File: src/rtl/spu_pkg.sv
// Shared constants and types for the SPU execute/writeback datapath.
// Latency tags encode (retire cycles - 1) on both sides of the boundary.
package spu_pkg;

   localparam int SPU_DATA_W = 128;
   localparam int SPU_ADDR_W = 7;
   localparam int SPU_LAT_W  = 3;

   typedef struct packed {
      logic                  valid;
      logic [SPU_ADDR_W-1:0] addr;
      logic [SPU_DATA_W-1:0] data;
   } wb_entry_t;

endpackage

File: src/rtl/writeback_pipe.sv
// Latency-aligned result pipeline feeding the register-file write port.
// Slot 0 drives the write port; slot L is the insert point for latency L.
module writeback_pipe
   import spu_pkg::*;
#(
   parameter int DATA_W = SPU_DATA_W,
   parameter int ADDR_W = SPU_ADDR_W,
   parameter int LAT_W  = SPU_LAT_W,
   parameter int DEPTH  = 2**LAT_W
) (
   input  logic              clk,
   input  logic              reset,
   input  logic              valid_EX,
   input  logic [DATA_W-1:0] result_EX,
   input  logic [LAT_W-1:0]  latency_EX,
   input  logic [ADDR_W-1:0] rtAddr_EX,
   output logic              stall_EX,
   output logic              regWrite_WB,
   output logic [ADDR_W-1:0] writeAddr_WB,
   output logic [DATA_W-1:0] writeData_WB,
   input  logic [ADDR_W-1:0] fwdAddr,
   output logic              fwdHit,
   output logic [DATA_W-1:0] fwdData,
   output logic              fwdPending,
   output logic [LAT_W:0]    occupancy
);

   function automatic logic [LAT_W:0] popcount(input logic [DEPTH-1:0] v);
      logic [LAT_W:0] n;
      n = '0;
      for (int i = 0; i < DEPTH; i++)
         n = n + {{LAT_W{1'b0}}, v[i]};
      return n;
   endfunction

   wb_entry_t         slot_q [DEPTH];
   wb_entry_t         slot_d [DEPTH];
   wb_entry_t         ins;
   logic [DEPTH-1:0]  next_v;
   logic [DEPTH-1:0]  slot_dv;
   logic [DEPTH-1:0]  pend_v;
   logic              accept;

   assign ins = '{valid: 1'b1, addr: rtAddr_EX, data: result_EX};

   // A slot is taken if it would still hold an entry after this edge's shift.
   assign stall_EX = valid_EX & next_v[latency_EX];
   assign accept   = valid_EX & ~stall_EX;

   for (genvar i = 0; i < DEPTH; i++) begin : g_slot
      wb_entry_t shifted;
      if (i < DEPTH - 1) begin : g_mid
         assign shifted = slot_q[i+1];
      end else begin : g_top
         assign shifted = '0;
      end
      assign next_v[i]  = shifted.valid;
      assign slot_d[i]  = (accept && latency_EX == LAT_W'(i)) ? ins : shifted;
      assign slot_dv[i] = slot_d[i].valid;
      if (i == 0) begin : g_head
         assign pend_v[i] = 1'b0;
      end else begin : g_tail
         assign pend_v[i] = slot_q[i].valid && (slot_q[i].addr == fwdAddr);
      end
   end

   // Advance the slot array and track how many slots will be occupied.
   always_ff @(posedge clk) begin
      if (reset) begin
         for (int i = 0; i < DEPTH; i++)
            slot_q[i] <= '0;
         occupancy <= '0;
      end else begin
         for (int i = 0; i < DEPTH; i++)
            slot_q[i] <= slot_d[i];
         occupancy <= popcount(slot_dv);
      end
   end

   assign regWrite_WB  = slot_q[0].valid;
   assign writeAddr_WB = slot_q[0].addr;
   assign writeData_WB = slot_q[0].data;

   assign fwdHit     = slot_q[0].valid && (slot_q[0].addr == fwdAddr);
   assign fwdData    = fwdHit ? slot_q[0].data : '0;
   assign fwdPending = |pend_v;

endmodule

File: config.mk
export PLATFORM = sky130hd
export DESIGN_NAME = writeback_pipe
export DESIGN_NICKNAME = d
export VERILOG_FILES = /design/src/rtl/spu_pkg.sv /design/src/rtl/writeback_pipe.sv
export SDC_FILE = /design/constraint.sdc
export NUM_CORES = 2
export LEC_CHECK = 0
export CORE_UTILIZATION = 34
export CTS_CLUSTER_SIZE = 24
export DETAILED_ROUTE_END_ITERATION = 8
export GPL_TIMING_DRIVEN = 0
export SLEW_MARGIN = 20
export SYNTH_ARGS = -nofsm -noshare
export SYNTH_HDL_FRONTEND = slang
export SYNTH_SLANG_ARGS = --single-unit
File: constraint.sdc
create_clock -name clk -period 5.3 [get_ports clk]
set_input_delay 1.06 -clock clk [delete_from_list [all_inputs] [get_ports clk]]
set_output_delay 1.06 -clock clk [all_outputs]
set_load 0.01 [all_outputs]
==> Yosys cells after proc, flatten, opt, wreduce, memory -nomap -nowiden <==
Memories as Yosys holds them, arrays and structs flattened.
Index checks and enable logic that the tools add are counted.
{ "word_totals": {"reg_bits": 4, "mem_bits_rw": 1088, "input_bits": 148, "out_inout_bits": 271, "elab_cells": 76, "n_memories": 1} }
{ "memory_table": {"columns": ["name", "depth", "word_bits", "read_ports", "rd_ports_with_merged_regs", "wr", "line_no", "rtl"], "rows": [
  ["slot_q", 8, 136, 8, 0, 8, "writeback_pipe.sv:36", "wb_entry_t slot_q [DEPTH];"]
]} }
{ "op_classes": {"addsub": 7, "n_lt_le_gt_ge": 1, "eq_ne": 15, "n_mux": 22, "bitwise": 11, "n_reduce_logical": 18} }
{ "op_table": {"columns": ["cell", "n"], "rows": [
  ["two-way mux 136 bit", 16],
  ["two-way mux 128 bit", 1],
  ["== test 7 bit", 8],
  ["adder 4 x 1 -> 4 bit", 4],
  ["logical AND 1 bit", 16],
  ["== test 3 bit, second input constant", 4],
  ["OR 1 bit", 8],
  ["OR reduction 7 bit", 1],
  ["== test 3 x 2 -> 1 bit, second input constant", 2],
  ["adder 3 x 1 -> 4 bit", 1],
  ["< comparator 3 x 4 -> 1 bit, second input constant", 1],
  ["two-way mux 1 bit", 4],
  ["adder 2 x 1 -> 3 bit", 1],
  ["binary-select mux 1 bit (select 3 bit)", 1],
  ["== test 3 x 1 -> 1 bit, second input constant", 1],
  ["zero test 3 bit", 1],
  ["adder 1 x 1 -> 2 bit", 1],
  ["bitwise AND 1 bit", 2],
  ["inverter 1 bit", 1]
]} }

==> Longest topological paths before layout <==
An unclocked memory read counts as a cell.
{ "logic_depth": {"ltp_word": 15, "depth_mapped": 15, "depth_no_buf": 13} }

==> Worst setup path after synthesis <==
No wires, ideal clock.
{ "synth_timing": {"path_type": "input to register", "from": "in latency_EX[0]", "to": "reg occupancy[2]", "setup_time_ns": 0.128, "arrival_time_ns": 4.166, "required_ns": 5.172, "slack_ns": 1.006, "cell_stages": 15, "path_buffers": 2, "cell_sequence": "nand2b_1 -> buf_4 -> or3_1 -> buf_2 -> nand2b_1 -> fa_1 -> fa_1 -> inv_1 -> fa_1 -> inv_1 -> ha_1 -> inv_1 -> fa_1 -> xor2_1 -> nor2_1"} }
{ "synth_rtl": {"columns": ["element", "line_no", "rtl"], "rows": [
  ["from (decl)", "writeback_pipe.sv:15", "input logic [LAT_W-1:0] latency_EX,"],
  ["to (signal assigned)", "writeback_pipe.sv:76", "occupancy <= popcount(slot_dv);"],
  ["to (decl)", "writeback_pipe.sv:25", "output logic [LAT_W:0] occupancy"]
]} }

==> Worst setup path in the final report <==
{ "layout_timing": {"from": "in fwdAddr[3]", "to": "out fwdData[27]"} }
{ "layout_via": {"elab_chain_len": 3} }
{ "layout_rtl": {"columns": ["element", "line_no", "rtl"], "rows": [
  ["from (decl)", "writeback_pipe.sv:21", "input logic [ADDR_W-1:0] fwdAddr,"],
  ["== test 7 bit", "writeback_pipe.sv:84", "assign fwdHit = slot_q[0].valid && (slot_q[0].addr == fwdAddr);"],
  ["logical AND 1 bit", "writeback_pipe.sv:84", null],
  ["two-way mux 128 bit", "writeback_pipe.sv:85", "assign fwdData = fwdHit ? slot_q[0].data : '0;"],
  ["to (decl)", "writeback_pipe.sv:23", "output logic [DATA_W-1:0] fwdData,"]
]} }
Every way passes these cells.

==> results.txt <==
Filler cells -> 11300
worst min path class -> reg2reg
DR vias -> 30900
routability congestion estimate -> 0.857
Final period util -> 92.1%
post-synthesis sequential area ratio -> 56.7%
io pins -> 419
filler-free cell count of the finished design -> 6801
PwrDens -> 364 mW/mm^2
Die ar. -> 0.115 mm^2
largest net degree at the start of global routing -> 16
Initial Util -> 34.3%
initial antenna violation count -> 15
first-pass detailed-route iteration total -> 7
Chip Height -> 339 um
CP max FO -> 10
Post-CTS Setup Bufs -> 0
vias in the first global route -> 29300
CP Capture Type -> output pin
remaining antenna violation count after routing -> 0
final hold viol count -> 0
crit start category -> input port
IR drop worst, VDD -> 0.300 mV
row count -> 123
post-layout min period -> 4.88 ns
status -> finished clean
Via density -> 4.55
CTS Hold Buffers Added -> 0
Worst Slack Setup Final -> 0.421 ns
most common cell after layout, fill and taps aside -> nand2_1
EDFF count, synth -> 0
CTS tree -> done
Synth Instances -> 4813
register bit total from synthesis -> 1092
Clock Skew -> 0.0207 ns
Async SR Flop Fraction -> 0%
residual DRC count -> 0
Total GRT Usage -> 18.8%
die width -> 339 um
Net count, final -> 5359
crit path DAT -> 3.82 ns
Place WS -> -0.229 ns
final WL -> 110 mm
first-pass GRT wire length -> 169 mm
Area Overhead vs Synth -> 21.8%
Synth Area per Inst -> 8.00 um^2
DRT iter0 DRCs -> 1946
CTS buffer count -> 110
layout cell share with drive strength beyond 1 -> 5.59%
YS warnings -> 0
grt total ovfl -> 0
dpl hpwl -> 79.7 mm
Synth Cell Area -> 0.0385 mm^2
cts repair resizes -> 0
Main synth FF type -> dfxtp_1
routed length per instance -> 16.2 um
P_leak -> 15.9 nW
clock sinks -> 1092
Setup Crit Path Kind -> in2out
max_cap viols -> 0
Post-Place Cells -> 6592
CP required -> 4.24 ns
max-slew violation count -> 0
Max transition margin -> 21.4%
final setup vio count -> 0
RSZ-0062 raised after global routing -> false
commonest cells after routing, fill and taps aside -> nand2_1, dfxtp_1, a21oi_1, clkbuf_1, clkdlybuf4s50_1
Clock Root Buffer -> clkbuf_16
worst-margin pin slew -> 1.18 ns
number of H-tree levels -> 3
Synthesized Nets -> 4968
clock slew at reported path FFs -> 0.06 ns
clk buf depth -> 3
port buffer count -> 274
Max Freq -> 205 MHz
Yosys cell types -> 33
clk_lat worst skew -> 0.70 ns
core area -> 0.112 mm^2
[sequential cells by signal, summed over array words and instances, names as in the netlist]
name,cells
occupancy,4
slot_q,1088
[Yosys cell counts (5+ instances only)]
cell type     n  share of area, %
buf_2        81               1.1
a21oi_1     946                12
nand2_1    1891                18
nand4_1      13              0.21
buf_1        30              0.29
buf_6        13              0.38
inv_1         5             0.049
xnor2_1      38              0.86
buf_4        10              0.19
clkbuf_1    350               3.4
dfxtp_1    1092                57
nor3_4        5              0.21
or3_1         5             0.081
nand2b_1      7              0.11
and2_1      263               4.3
nor2_1       12              0.12
nor2b_1       6             0.097
xor2_1       19              0.43
[metal layers]
metal / wire, um / part of all wire [%] / track usage, %
met1: 52700 / 48 / 25.9
met2: 48000 / 44 / 29.1
met3: 6730 / 6.1 / 3.96
met4: 2840 / 2.6 / 6.38
met5: 67 / 0.061 / 0
[report_power, final]
part           switching [W]  internal [W]  total, W
registers          0.0000517       0.00836   0.00842
logic               0.000618      0.000245  0.000863
clock network        0.00322       0.00457   0.00778
total                0.00389        0.0132    0.0171
[worst max-delay path, cell delays in order]
cell             delay (ns)
buf_2                  0.26
xnor2_1                0.16
nand4_1                0.14
nor2_1                 0.19
buf_2                  0.66
clkbuf_1               0.54
and2_1                 0.22
clkdlybuf4s50_1        0.56
[through the flow]
step	hold slack (ns)	total power [W]	util [%]	instance area [um^2]	TNS [ns]
floorplan	0.422	0.00911	-	38500	0
finish	0.429	0.0171	41.8	46900	0
detailed placement	0.426	0.00946	38.5	43200	-0.384
global placement	0.424	0.00944	38.4	43100	-0.284
CTS	0.423	0.0172	41.7	46900	0
global route	0.444	0.0177	41.8	46900	0
[kinds of logic (layout without fill, tap and decap cells)]
logic type / Yosys count / in the layout / synth area share [%]
multiplexers: 2 / 2 / 0.0844
AO/OA/AOI/OAI: 951 / 951 / 12.4
adder cells (fa/ha/maj): 7 / 7 / 0.305
other: 0 / 9 / 0
flip-flops: 1092 / 1092 / 56.7
XOR/XNOR: 57 / 57 / 1.30
AND/OR/NAND/NOR: 2215 / 2215 / 23.8
buffers and inverters: 489 / 968 / 5.38
[path summary, 6_finish.rpt]
| kind | startpoint | cells after the start | end | slack [ns] |
|---|---|---|---|---|
| setup / recovery | fwdAddr[3] | 8 | fwdData[27] | 0.42 |
| setup reg to reg | slot_q[0][815] | 13 | occupancy[2] | 1.30 |
| hold / removal | slot_q[0][724] | 2 | slot_q[0][588] | 0.43 |
| hold reg to reg | slot_q[0][724] | 2 | slot_q[0][588] | 0.43 |
[area by class of cell]
cell class                      instances  area [um^2]  area share [%]
Antenna cell                            9         22.5          0.0480
Buffer                                484         2060            4.39
Clock buffer                          163         3200            6.83
Clock inverter                         37          457           0.973
Inverter                                5         18.8          0.0400
Multi-Input combinational cell       3232        14600            31.1
Sequential cell                      1092        21900            46.6
Tap cell                             1500         1880            4.00
Timing Repair Buffer                  279         2840            6.04
No activity file was read; power rests on OpenSTA's default activity.
